<file path="config.mk">
export PLATFORM = sky130hd
export DESIGN_NAME = seq_multiplier
export DESIGN_NICKNAME = d
export VERILOG_FILES = /design/src/rtl/seq_mul_pkg.sv /design/src/rtl/seq_multiplier.sv
export SDC_FILE = /design/constraint.sdc
export NUM_CORES = 1
export LEC_CHECK = 0
export ABC_AREA = 1
export ABC_CLOCK_PERIOD_IN_PS = 5200
export BUFFER_PORTS_ARGS = -buffer_cell sky130_fd_sc_hd__buf_2
export CAP_MARGIN = 20
export CORE_ASPECT_RATIO = 0.9
export CORE_MARGIN = 2
export CORE_UTILIZATION = 40
export DETAILED_ROUTE_END_ITERATION = 7
export GPL_ROUTABILITY_DRIVEN = 0
export PLACE_DENSITY_LB_ADDON = 0.1
export SYNTH_ARGS = -nofsm -noshare
export SYNTH_HDL_FRONTEND = slang
export SYNTH_SLANG_ARGS = --single-unit
</file>
<file path="constraint.sdc">
create_clock -name clk -period 5.2 [get_ports clk]
set_input_delay 0.78 -clock clk [delete_from_list [all_inputs] [get_ports clk]]
set_output_delay 0.78 -clock clk [all_outputs]
set_load 0.02 [all_outputs]
</file>
<file path="src/rtl/seq_mul_pkg.sv">
// seq_mul_pkg
//   Shared definitions for the sequential shift-add multiplier:
//   - DEFAULT_WIDTH : default operand width
//   - state_t       : controller state encoding (IDLE, RUN, DONE)
//   - cond_neg      : conditional two's-complement negate, used both to take
//                     operand magnitudes and to restore the product sign
package seq_mul_pkg;

    localparam int DEFAULT_WIDTH = 8;

    // Widest value cond_neg handles: a 2*32-bit product.
    localparam int NEG_W = 64;

    typedef enum logic [1:0] {
        IDLE = 2'd0,
        RUN  = 2'd1,
        DONE = 2'd2
    } state_t;

    // Callers zero-extend into NEG_W bits and cast the result back down.
    // The low bits of a two's-complement negation do not depend on the
    // upper bits, so the truncated result is exact at any width.
    function automatic logic [NEG_W-1:0] cond_neg(input logic [NEG_W-1:0] x,
                                                  input logic             en);
        return en ? (~x + 64'd1) : x;
    endfunction

endpackage

</file>
<file path="src/rtl/seq_multiplier.sv">
// seq_multiplier
//   Sequential shift-add multiplier, WIDTH x WIDTH -> 2*WIDTH, one multiplier
//   bit per clock. Signed operands are handled as sign + magnitude: the
//   magnitudes are multiplied unsigned and the product is negated at the end.
// Ports
//   clk          rising-edge clock
//   rst          synchronous active-high reset
//   start        request, sampled only in IDLE
//   signed_mode  1 = two's-complement operands/product, sampled with start
//   a, b         multiplicand / multiplier, sampled with start
//   busy         high while the shift-add loop runs
//   done         one-cycle pulse, p valid from this cycle on
//   p            product, held until the next accepted operation completes
module seq_multiplier
    import seq_mul_pkg::*;
#(
    parameter int WIDTH = DEFAULT_WIDTH
) (
    input  logic                 clk,
    input  logic                 rst,
    input  logic                 start,
    input  logic                 signed_mode,
    input  logic [WIDTH-1:0]     a,
    input  logic [WIDTH-1:0]     b,
    output logic                 busy,
    output logic                 done,
    output logic [2*WIDTH-1:0]   p
);

    localparam int CW = $clog2(WIDTH + 1);

    state_t               state;
    state_t               next_state;
    logic [CW-1:0]        cnt;
    logic [WIDTH-1:0]     mcand;
    // Upper half accumulates partial sums; lower half starts as the
    // multiplier and is shifted out one bit per step as product bits enter.
    logic [2*WIDTH-1:0]   acc;
    logic                 neg;
    logic                 mode;

    logic [WIDTH-1:0]     mag_a;
    logic [WIDTH-1:0]     mag_b;
    logic [WIDTH:0]       sum;
    logic [2*WIDTH-1:0]   acc_step;
    logic [2*WIDTH-1:0]   product;
    logic                 last;

    // |-2^(WIDTH-1)| = 2^(WIDTH-1) still fits as a WIDTH-bit unsigned value.
    assign mag_a = WIDTH'(cond_neg(64'(a), signed_mode & a[WIDTH-1]));
    assign mag_b = WIDTH'(cond_neg(64'(b), signed_mode & b[WIDTH-1]));

    // WIDTH+1-bit add keeps the carry, which becomes the top bit after shift.
    assign sum      = {1'b0, acc[2*WIDTH-1:WIDTH]} + (acc[0] ? {1'b0, mcand} : '0);
    assign acc_step = {sum, acc[WIDTH-1:1]};
    assign last     = (cnt == CW'(WIDTH - 1));
    assign product  = (2*WIDTH)'(cond_neg(64'(acc_step), mode & neg));

    // State register
    always_ff @(posedge clk) begin
        if (rst) state <= IDLE;
        else     state <= next_state;
    end

    // Next-state logic
    always_comb begin
        next_state = state;
        case (state)
            IDLE:    if (start) next_state = RUN;
            RUN:     if (last)  next_state = DONE;
            DONE:    next_state = IDLE;
            default: next_state = IDLE;
        endcase
    end

    // Outputs
    always_comb begin
        busy = (state == RUN);
        done = (state == DONE);
    end

    // Datapath. p is written on the final step so it is already valid in
    // the DONE cycle.
    always_ff @(posedge clk) begin
        if (rst) begin
            cnt   <= '0;
            mcand <= '0;
            acc   <= '0;
            neg   <= 1'b0;
            mode  <= 1'b0;
            p     <= '0;
        end else begin
            case (state)
                IDLE: begin
                    if (start) begin
                        mode  <= signed_mode;
                        neg   <= signed_mode & (a[WIDTH-1] ^ b[WIDTH-1]);
                        mcand <= mag_a;
                        acc   <= {{WIDTH{1'b0}}, mag_b};
                        cnt   <= '0;
                    end
                end
                RUN: begin
                    acc <= acc_step;
                    cnt <= cnt + CW'(1);
                    if (last) p <= product;
                end
                default: ;
            endcase
        end
    end

endmodule
</file>
---- After elaboration in Yosys (flattened, before gate mapping) ----
Index checks and enable logic that the tools add are counted.
storage, ports and cells
  logic and storage cells ................. 42
  output and inout port bits .............. 18
  register bits after elaboration ......... 48
cells by class
  bitwise logic cells ..................... 8
  reduce and logical (&&, ||, !) cells .... 6
  equal/unequal tests ..................... 5
  muxes and demuxes ....................... 11
  add/sub/neg operators ................... 5
operator list
  operator                                               count
  2-to-1 mux 16 bit                                      2
  case mux 16 bit (2 select lines)                       1
  2-to-1 mux 8 bit                                       3
  adder 16 x 1 -> 16 bit, second input constant          1
  adder 8 x 1 -> 8 bit, second input constant            2
  inverter 16 bit                                        1
  inverter 8 bit                                         2
  adder 8 x 8 -> 9 bit                                   1
  case mux 4 bit (2 select lines)                        1
  AND reduction 2 bit                                    4
  adder 4 x 1 -> 4 bit, second input constant            1
  bitwise AND 1 bit                                      4
  equality test 4 x 3 -> 1 bit, second input constant    1
  2-to-1 mux 2 bit                                       2
  2-to-1 mux 4 bit                                       1
  case mux 2 bit (2 select lines)                        1
  equality test 2 x 1 -> 1 bit, second input constant    1
  equality test 2 bit, second input constant             1
  logical NOT 2 bit                                      1
  inequality test 2 x 1 -> 1 bit, second input constant  1
  inequality test 2 bit, second input constant           1
  nonzero test 2 bit                                     1
  XOR 1 bit                                              1

---- Depth between registers and ports, before layout ----
Gate-level depths: netlist of the first run.
  depth in word-level cells ............... 5
  depth in mapped cells ................... 18
  mapped depth without buffers ............ 17

---- Worst setup path after synthesis of the first run ----
OpenSTA, ideal clock, no wires.
  path type ............................... reg-to-reg
  start point ............................. register acc[0]
  end point ............................... register p[15]
  path slack .............................. 3.000 ns
  cell stages (with the launch flop) ...... 18
  arrival time ............................ 2.091 ns
  data required time ...................... 5.091 ns
  cells stage by stage .................... dfxtp_1 > clkbuf_1 > nand2_1 > inv_1 > ha_1 > fa_1 > inv_1 > nand3_1 > nor2_1 > nand2_1 > nor2_2 > nand3_2 > nand2_2 > nand2_1 > nand2_1 > nand3_1 > nand2_1 > inv_1
on the way
  word-level cells in the longest chain between the ends .. 5
RTL lines
  item                    line                   RTL
  start, declared         seq_multiplier.sv:38   logic [2*WIDTH-1:0] acc;
  start signal, assigned  seq_multiplier.sv:99   acc <= {{WIDTH{1'b0}}, mag_b};
  start signal, assigned  seq_multiplier.sv:104  acc <= acc_step;
  2-to-1 mux 8 bit *      seq_multiplier.sv:54   assign sum = {1'b0, acc[2*WIDTH-1:WIDTH]} + (acc[0] ? {1'b0, mcand} : '0);
  adder 8 x 8 -> 9 bit *  seq_multiplier.sv:54
  inverter 16 bit         seq_mul_pkg.sv:25      return en ? (~x + 64'd1) : x;
  adder 16 x 1 -> 16 bit  seq_mul_pkg.sv:25
  2-to-1 mux 16 bit *     seq_mul_pkg.sv:25
  end signal, assigned    seq_multiplier.sv:106  if (last) p <= product;
  end, declared           seq_multiplier.sv:27   output logic [2*WIDTH-1:0] p
Every way passes the cells marked *; elsewhere a longest branch is shown, timed or not.
A chain may end at the register's enable or synchronous reset.

---- Worst setup path after layout of the first run ----
  start point ............................. register state[1]
  end point ............................... output port busy
on the way
  word-level cells in the longest chain between the ends .. 1
RTL lines
  item                          line                  RTL
  start, declared               seq_multiplier.sv:32  state_t state;
  start signal, assigned        seq_multiplier.sv:62  else state <= next_state;
  equality test 2 x 1 -> 1 bit  seq_multiplier.sv:78  busy = (state == RUN);
  end, declared                 seq_multiplier.sv:25  output logic busy,
Every way passes these cells.

==> flow_metrics.env, run 1 <==
export IMPL_syn_cell_area_um2=2859
export IMPL_worstSetupEndpoint="busy"
export IMPL_grt_first_pass_wirelength_um=11360
export IMPL_clk_latency_ps=300
export IMPL_status="completed"
export IMPL_final_nets=487
export IMPL_core_um2=7003
export IMPL_worstPathMaxFanout=21
export IMPL_clk_pin_slew_ps=90
export IMPL_synthTopCellsByArea="dfxtp_1, nand2_1, inv_1, a21oi_1, ha_1"
export IMPL_placedCellCount=540
export IMPL_slew_viol_final=0
export IMPL_ant_nets=0
export IMPL_overflow=0
export IMPL_use_met3_pct=2.962
export IMPL_start_util_pct=40.83
export IMPL_synth_cells=424
export IMPL_critPathLaunch="state[1]$_SDFFE_PP0P_"
export IMPL_io_buffers=37
export IMPL_finalClockSkew_ps=7.047
export IMPL_cp_end_kind="primary output"
export IMPL_r2r_cells=16
export IMPL_irDropWorstVdd_v=0.0001345
export IMPL_cts_root_buf="clkbuf_8"
export IMPL_final_min_clock_period_ps=2329
export IMPL_die_y_um=84.21
export IMPL_dr_first_iter_drc_count=113
export IMPL_ys_seq_area_share_pct=33.61
export IMPL_r2r_start="acc[0]$_SDFFE_PP0P_"
export IMPL_synth_edf_count=0
export IMPL_cts_buffers_inserted=5
export IMPL_use_met1_pct=26.44
export IMPL_cts_sinks=48
export IMPL_power_density_nw_per_um2=232.4
export IMPL_timing_fmax_mhz=429.4
export IMPL_cts_tree="yes"
export IMPL_cts_resized=0
export IMPL_finalCritPeriodShare_pct=44.79
export IMPL_hold_buffers=0
export IMPL_dr_pass1_iters=4
export IMPL_clockBufferDepth=2
export IMPL_route_detailed_drc=0
export IMPL_relSlewSlack_pct=52.96
export IMPL_cts_setup_buffers=0
export IMPL_async_reset_ff_share_pct=0
export IMPL_ys_flop_type="dfxtp_1"
export IMPL_synth_top_area_share_pct=33.61
export IMPL_crit_top_cell="inv_1"
export IMPL_min_path_type="flop to flop"
export IMPL_instances_no_fill=548
export IMPL_r2r_setup_slack_ps=2880
export IMPL_syn_to_final_growth_pct=11.20
export IMPL_path_buf_inv=3
export IMPL_dpl_hpwl_um=5009
export IMPL_crit_chain="inv_1 > nand2_1 > inv_1 > buf_2"
export IMPL_synth_cell_types=33
export IMPL_finalSetupViolCount=0
export IMPL_p_leak_nw=1.614
export IMPL_drive_gt1_share_pct=13.41
export IMPL_die_area_um2=7841
export IMPL_grt_usage_pct=17.47
export IMPL_start_kind="flop"
export IMPL_ios=38
export IMPL_via_count=2619
export IMPL_cp_arrival_ps=1550
export IMPL_wl_um=6499
export IMPL_antenna_found_initial=0
export IMPL_fin_ws_ps=2871
export IMPL_h_tree_depth=2
export IMPL_busiest_layer="met1"
export IMPL_required_ps=4420
export IMPL_syn_area_per_cell_um2=6.743
export IMPL_pre_cts_slack_ps=2820
export IMPL_worstMarginPinSlew_ps=704.8
export IMPL_grt_max_degree=28
export IMPL_cp_slowest_cell="inv_1"
export IMPL_cap_violations=0
export IMPL_yosysMostFrequentCell="nand2_1"
export IMPL_critPathMaxStageDelay_ps=500
export IMPL_post_synth_top_area_cell="dfxtp_1"
export IMPL_hold_violations=0
export IMPL_wl_per_cell_um=11.86
export IMPL_ys_ff_latch=48
export IMPL_vias_per_cell=4.779
export IMPL_timing_rr_end="p[15]$_SDFFE_PP0P_"
export IMPL_synth_net_count=457
export IMPL_finalSetupTns_ps=0
export IMPL_synthTopCellsByCount="nand2_1, inv_1, dfxtp_1"
export IMPL_met2_usage_pct=26.09
export IMPL_path_class="flop to primary output"
export IMPL_grt_pass1_vias=2419
export IMPL_placement_rows=29
export IMPL_ys_warn_count=0
export IMPL_cpLargestDelayFamily="buffers and inverters"
export IMPL_worst_path_stages=4
export IMPL_rsz0062_at_grt="no"
export IMPL_diodes=0
export IMPL_die_w_um=93.12
report_power, final:
part | switching [mW] | internal, mW
combinational | 0.0725 | 0.0391
sequential | 0.0131 | 0.380
clock | 0.126 | 0.108
stage by stage:
stage / hold WS (ps) / area, um^2 / total power [mW] / utilization, %
floorplan: 444.4 / 2859 / 0.4819 / -
detailed placement: 458.2 / 3085 / 0.5142 / 44.06
global route: 501.1 / 3179 / 0.7814 / 45.40
global placement: 454.2 / 3085 / 0.5134 / 44.06
finish: 470.9 / 3179 / 0.7389 / 45.40
CTS: 472.2 / 3179 / 0.7464 / 45.40
registers in the layout, summed over array words and instances, names as in the netlist:
name and cells:
mcand 8, cnt 4, mode 1, acc 16
p 16, neg 1, state 2
cells by family after synthesis:
kind of cell,count (synthesis),share of synthesized area (%)
buf+inv,75,10.77
fa+ha+maj,13,5.952
flops,48,33.61
simple gates,189,28.66
xor+xnor,16,4.902
compound gates,83,16.11
worst register-to-register path: cells and delay by family, from the launching register on:
kind,cells,cell delay [ps]
adders and majority gates,2,640
buffers and inverters,3,220
DFF,1,470
and+or+nand+nor,11,890
layer usage:
layer	vias up	routed length [um]
met5	-	0
met4	0	42
met3	4	304
met2	52	2724
met1	1131	3427
li1	1432	-
final cells by class:
class / instances / area, um^2
Fill cell: 756 / 3824
Multi-Input combinational cell: 301 / 1590
Sequential cell: 48 / 960.9
Inverter: 60 / 225.2
Timing Repair Buffer: 38 / 192.7
Tap cell: 93 / 116.4
Clock buffer: 7 / 86.33
Clock inverter: 1 / 7.507
worst min-delay path by stage:
| stage | startpoint | endpoint | slack [ps] | cells past startpoint |
|---|---|---|---|---|
| final | mode$_SDFFE_PP0P_ | mode$_SDFFE_PP0P_ | 470 | 2 |
| after global routing | acc[10]$_SDFFE_PP0P_ | acc[10]$_SDFFE_PP0P_ | 500 | 2 |
| after floorplan | acc[8]$_SDFFE_PP0P_ | acc[8]$_SDFFE_PP0P_ | 440 | 2 |
| after detailed placement | mode$_SDFFE_PP0P_ | mode$_SDFFE_PP0P_ | 460 | 2 |
| after global placement | mode$_SDFFE_PP0P_ | mode$_SDFFE_PP0P_ | 450 | 2 |
| after CTS | mode$_SDFFE_PP0P_ | mode$_SDFFE_PP0P_ | 470 | 2 |
cell usage in the layout, fill, tap and decap left out, types with 6 or more instances in the layout:
cell type | synthesis | routed
dfxtp_1 | 48 | 48
a31oi_1 | 10 | 10
buf_2 | 7 | 37
nand3_1 | 24 | 24
nor2_1 | 30 | 30
o21ai_0 | 24 | 24
nand2_1 | 112 | 112
ha_1 | 12 | 12
clkbuf_8 | 1 | 6
inv_1 | 59 | 59
xor2_1 | 13 | 13
a21oi_1 | 38 | 38
(Power assumes the default switching activity.)
==> inputs of run 2 (changes only) <==
--- a/config.mk
+++ b/config.mk
@@ -6,7 +6,7 @@
 export NUM_CORES = 1
 export LEC_CHECK = 0
 export ABC_AREA = 1
-export ABC_CLOCK_PERIOD_IN_PS = 5200
+export ABC_CLOCK_PERIOD_IN_PS = 2100
 export BUFFER_PORTS_ARGS = -buffer_cell sky130_fd_sc_hd__buf_2
 export CAP_MARGIN = 20
 export CORE_ASPECT_RATIO = 0.9
==> constraint.sdc (replaced) <==
create_clock -name clk -period 2.1 [get_ports clk]
set_input_delay 0.315 -clock clk [delete_from_list [all_inputs] [get_ports clk]]
set_output_delay 0.315 -clock clk [all_outputs]
set_load 0.02 [all_outputs]
==> run 2 against run 1 <==
Cell area is 5.9% higher. Clock power grew to 2.9 times the previous value. Cell count is 2.4% higher. Sequential cell count stayed put. Critical path depth is 12 higher. Via count is 2.9% higher. Hold slack worse by 170 ps. Sequential power is 150% higher. Clock-buffer cell count is 2 lower. Wire length is 1.9% higher. Clock skew is 4.4 ps higher. Critical path type is now flop to flop. Critical endpoint is now p[15]$_SDFFE_PP0P_. Largest power group unchanged.
==> flow_metrics.env, run 2 (synthesis results as in run 1) <==
export IMPL_hold_depth=3
export IMPL_syn_to_final_growth_pct=17.72
export IMPL_cp_arrival_ps=2270
export IMPL_core_um2=7003
export IMPL_dr_first_iter_drc_count=139
export IMPL_drive_gt1_share_pct=19.87
export IMPL_placedCellCount=550
export IMPL_finalCritPeriodShare_pct=98.11
export IMPL_cap_violations=0
export IMPL_holdCritStartpoint="a[0]"
export IMPL_via_count=2696
export IMPL_worstPathMaxFanout=3
export IMPL_diodes=0
export IMPL_seq_area_um2=963.4
export IMPL_dr_pass1_iters=4
export IMPL_cp_end_kind="flop"
export IMPL_r2r_cells=16
export IMPL_grt_usage_pct=17.84
export IMPL_place_area_um2=3161
export IMPL_critPathMaxStageDelay_ps=450
export IMPL_clockBufferDepth=2
export IMPL_timing_fmax_mhz=485.4
export IMPL_clk_pin_slew_ps=90
export IMPL_largestRegisters="acc x16, p x16, mcand x8"
export IMPL_route_detailed_drc=0
export IMPL_ios=38
export IMPL_critPathLaunch="acc[0]$_SDFFE_PP0P_"
export IMPL_die_w_um=93.12
export IMPL_die_y_um=84.21
export IMPL_required_ps=2310
export IMPL_ant_nets=0
export IMPL_start_util_pct=40.83
export IMPL_grt_first_pass_wirelength_um=11340
export IMPL_final_min_clock_period_ps=2060
export IMPL_r2r_setup_slack_ps=40
export IMPL_path_buf_inv=3
export IMPL_final_nets=500
export IMPL_power_density_nw_per_um2=584.9
export IMPL_timing_rr_end="p[15]$_SDFFE_PP0P_"
export IMPL_final_common_cell="nand2_1"
export IMPL_h_tree_depth=2
export IMPL_finalSetupTns_ps=0
export IMPL_cpLargestDelayFamily="simple AND/OR/NAND/NOR gates"
export IMPL_crit_chain="nand2_2 > inv_2 > ha_4 > fa_2 > inv_2 > nand3_2 > nor2_2 > nand2_2 > nor2_4 > nand3_2 > nand2_2 > nand2_1 > nand2_1 > nand3_1 > nand2_1 > inv_1"
export IMPL_clk_latency_ps=310
export IMPL_grt_max_degree=28
export IMPL_hold_violations=0
export IMPL_post_route_cell_area_um2=3366
export IMPL_worstMarginPinSlew_ps=412.3
export IMPL_cts_root_buf="clkbuf_8"
export IMPL_io_buffers=37
export IMPL_wl_per_cell_um=11.80
export IMPL_relSlewSlack_pct=72.48
export IMPL_slew_viol_final=0
export IMPL_fin_util_pct=48.06
export IMPL_instances_no_fill=561
export IMPL_overflow=0
export IMPL_p_leak_nw=1.692
export IMPL_hold_end="mcand[0]$_SDFFE_PP0P_"
export IMPL_fin_hold_ws_ps=299.2
export IMPL_multi_input_area_um2=1655
export IMPL_path_class="flop to flop"
export IMPL_vias_per_cell=4.806
export IMPL_wl_um=6621
export IMPL_status="completed"
export IMPL_cts_sinks=48
export IMPL_final_cell_mix="nand2_1, inv_1, dfxtp_1"
export IMPL_finalClockSkew_ps=11.45
export IMPL_fillers=759
export IMPL_min_path_type="input pin to flop"
export IMPL_die_area_um2=7841
export IMPL_grt_pass1_vias=2450
export IMPL_start_kind="flop"
export IMPL_dpl_hpwl_um=5078
export IMPL_placement_rows=29
export IMPL_r2r_start="acc[0]$_SDFFE_PP0P_"
export IMPL_irDropWorstVdd_v=0.0003143
export IMPL_cp_slowest_cell="fa_2"
export IMPL_antenna_found_initial=0
export IMPL_finalSetupViolCount=0
export IMPL_cts_tree="yes"
export IMPL_rsz0062_at_grt="yes"
export IMPL_cts_buffers_inserted=5
run 2: cell count changes in the layout (fill, tap and decap cells not counted), moves of 3 or more:
| cell | change |
|---|---|
| buf_4 | +12 |
| nand2_1 | -6 |
| nand2_2 | +6 |
| inv_1 | -3 |
| inv_2 | +3 |
run 2: worst max path at each step:
stage                                     to  slack [ps]  cells past startpoint
after floorplan           p[15]$_SDFFE_PP0P_           5                     17
after global placement    p[15]$_SDFFE_PP0P_          50                     16
after detailed placement  p[15]$_SDFFE_PP0P_          20                     16
after CTS                 p[15]$_SDFFE_PP0P_          20                     16
after global routing      p[15]$_SDFFE_PP0P_        -110                     16
final                     p[15]$_SDFFE_PP0P_          40                     16
run 2: what timing repair did:
action,CTS,global route
endpoints found under the hold margin,0,0
hold buffers,0,0
resized for setup,1,20
setup buffers,0,3
pin swaps,0,12
endpoints found under the setup margin,1,6
run 2: metal layers:
| layer | up-vias | GRT usage, % | part of all wire, % |
|---|---|---|---|
| li1 | 1448 | - | - |
| met1 | 1194 | 26.33 | 53 |
| met2 | 47 | 26.94 | 42 |
| met3 | 7 | 3.052 | 3.9 |
| met4 | 0 | 4.813 | 1.1 |
| met5 | - | 0 | 0 |
run 2: final cells by class:
type	count	area share [%]
Sequential cell	48	28.62
Timing Repair Buffer	51	8.736
Inverter	60	6.691
Multi-Input combinational cell	301	49.18
Tap cell	93	3.457
Clock buffer	5	2.045
Clock inverter	3	1.264
run 2: where the power goes:
| part | switching (mW) | internal [mW] |
|---|---|---|
| Combinational | 0.194 | 0.116 |
| Sequential | 0.0314 | 0.943 |
| Clock | 0.331 | 0.353 |
run 2: stage by stage:
step                      worst slack, ps  power (mW)
after floorplan                     5.058       1.194
after global placement              51.73       1.286
final                               39.70       1.968
after global routing               -109.4       2.065
after detailed placement            18.73       1.288
after CTS                           16.59       1.966
run 2: worst reg2reg max path, delay by kind of cell (launching register included):
family	cells	cell delay (ps)
simple gates	11	860
flops	1	350
buf+inv	3	150
fa+ha+maj	2	600
==> inputs of run 3 (changes only) <==
--- a/config.mk
+++ b/config.mk
@@ -12,9 +12,10 @@
 export CORE_ASPECT_RATIO = 0.9
 export CORE_MARGIN = 2
 export CORE_UTILIZATION = 40
+export CTS_CLUSTER_SIZE = 28
 export DETAILED_ROUTE_END_ITERATION = 7
-export GPL_ROUTABILITY_DRIVEN = 0
 export PLACE_DENSITY_LB_ADDON = 0.1
+export RECOVER_POWER = 50
 export SYNTH_ARGS = -nofsm -noshare
 export SYNTH_HDL_FRONTEND = slang
 export SYNTH_SLANG_ARGS = --single-unit
==> run 3 against run 2 <==
Non-clock buffer count is the same. Total power barely moved. Register-to-register slack about the same. Clock power barely moved. Sequential cell count stayed put. Clock-buffer cell count unchanged. Global-route usage unchanged. Cell count did not move. Die area unchanged. First-iteration DRC count down 11%. Via count about the same. Largest cell class unchanged. Largest power group unchanged.
==> flow_metrics.env, run 3 (synthesis results as in run 1) <==
export IMPL_grt_max_degree=28
export IMPL_finalSetupViolCount=0
export IMPL_ant_nets=0
export IMPL_fin_hold_ws_ps=298.7
export IMPL_largestRegisters="acc x16, p x16, mcand x8"
export IMPL_cts_root_buf="clkbuf_8"
export IMPL_hold_violations=0
export IMPL_route_detailed_drc=0
export IMPL_core_um2=7003
export IMPL_worstMarginPinSlew_ps=552.8
export IMPL_timing_fmax_mhz=484.9
export IMPL_status="completed"
export IMPL_antenna_found_initial=0
export IMPL_dr_first_iter_drc_count=124
export IMPL_wl_um=6670
export IMPL_start_util_pct=40.83
export IMPL_rsz0062_at_grt="yes"
export IMPL_syn_to_final_growth_pct=16.67
export IMPL_grt_usage_pct=17.84
export IMPL_slew_viol_final=0
export IMPL_required_ps=2310
export IMPL_overflow=0
export IMPL_drive_gt1_share_pct=16.03
export IMPL_cell_internal_pwr_mw=1.408
export IMPL_comb_power_share_pct=15.6
export IMPL_grt_pass1_vias=2450
export IMPL_clock_power_share_pct=34.9
export IMPL_p_sw_mw=0.5583
export IMPL_p_leak_nw=1.611
export IMPL_worstPathMaxFanout=3
export IMPL_grt_first_pass_wirelength_um=11340
export IMPL_power_density_nw_per_um2=589.6
export IMPL_cts_sinks=48
export IMPL_relSlewSlack_pct=63.14
export IMPL_wl_per_cell_um=11.89
export IMPL_cts_buffers_inserted=5
export IMPL_cp_arrival_ps=2280
export IMPL_final_common_cell="nand2_1"
export IMPL_dr_pass1_iters=4
export IMPL_seqPwrFrac_pct=49.5
export IMPL_cts_tree="yes"
export IMPL_fillers=767
export IMPL_die_area_um2=7841
export IMPL_dpl_hpwl_um=5078
export IMPL_irDropWorstVdd_v=0.0003131
export IMPL_start_kind="flop"
export IMPL_clk_pin_slew_ps=100
export IMPL_clockBufferDepth=2
export IMPL_die_w_um=93.12
export IMPL_placement_rows=29
export IMPL_via_count=2694
export IMPL_p_total_mw=1.967
export IMPL_finalCritPeriodShare_pct=98.20
export IMPL_diodes=0
export IMPL_gp_congestion=0.7990
export IMPL_finalClockSkew_ps=11.70
export IMPL_clk_latency_ps=310
export IMPL_io_buffers=37
export IMPL_cap_violations=0
export IMPL_cp_end_kind="flop"
export IMPL_final_nets=500
export IMPL_switching_share_pct=28.39
export IMPL_min_path_type="input pin to flop"
export IMPL_final_cell_mix="nand2_1, inv_1, dfxtp_1"
export IMPL_ios=38
export IMPL_die_y_um=84.21
export IMPL_h_tree_depth=2
export IMPL_path_class="flop to flop"
export IMPL_final_min_clock_period_ps=2062
export IMPL_vias_per_cell=4.802
[run 3: cell count changes in the layout (fill, tap and decap cells not counted)]
cell,before,now
buf_2,37,20
clkbuf_1,0,18
buf_4,13,10
clkbuf_2,0,2
[run 3: path summary, 6_finish.rpt]
check	from	to	slack (ps)	depth (start not counted)
setup / recovery	acc[0]$_SDFFE_PP0P_	p[15]$_SDFFE_PP0P_	40	16
hold / removal	rst	acc[3]$_SDFFE_PP0P_	300	2
setup reg to reg	acc[0]$_SDFFE_PP0P_	p[15]$_SDFFE_PP0P_	40	16
hold reg to reg	mode$_SDFFE_PP0P_	mode$_SDFFE_PP0P_	470	2
[run 3: stage by stage]
step           worst slack, ps  TNS, ps  cell area (um^2)  cells  util [%]
6_report                 37.81        0              3336    561     47.63
5_1_grt                 -109.4   -285.5              3336    561     47.63
3_5_place_dp             18.73        0              3161    550     45.13
2_1_floorplan            5.058        0              2860    424         -
4_1_cts                  16.59        0              3273    558     46.74
3_3_place_gp             51.73        0              3161    550     45.13
[run 3: cell type report]
| type | count | area [um^2] | share of cell area [%] |
|---|---|---|---|
| clock buffers | 5 | 68.82 | 2.063 |
| flip-flops and latches | 48 | 963.4 | 28.88 |
| well taps | 93 | 116.4 | 3.488 |
| inverters | 60 | 225.2 | 6.752 |
| clock inverters | 3 | 42.54 | 1.275 |
| repair buffers | 51 | 264.0 | 7.914 |
| multi-input cells | 301 | 1655 | 49.62 |
[run 3: critical path, cell delays in order (launching register included)]
cell and delay (ps):
dfxtp_2 350, nand2_2 60, inv_2 40, ha_4 150
fa_2 450, inv_2 80, nand3_2 70, nor2_2 120
nand2_2 80, nor2_4 100, nand3_2 90, nand2_2 80
nand2_1 60, nand2_1 60, nand3_1 60, nand2_1 80
inv_1 30
[run 3: routing by layer]
metal / share of wire, % / global-route usage (%) / vias to the layer above
met5: 0 / 0 / -
met4: 1.1 / 4.813 / 0
met3: 3.3 / 3.052 / 7
met2: 42 / 26.94 / 41
met1: 54 / 26.33 / 1196
li1: - / - / 1450
[run 3: repair_timing]
action,CTS,global route
setup buffers,0,3
setup endpoints to repair,1,6
hold endpoints to repair,0,0
resized for setup,1,20
pin swaps,0,12
hold buffers,0,0
[run 3: power groups by stage]
stage               registers (mW)  clock network (mW)  logic [mW]
detailed placement           0.993                   0       0.295
CTS                          0.973               0.697       0.296
floorplan                    0.984                   0       0.210
global placement             0.993                   0       0.293
finish                       0.974               0.686       0.307
global route                 0.979               0.732       0.350
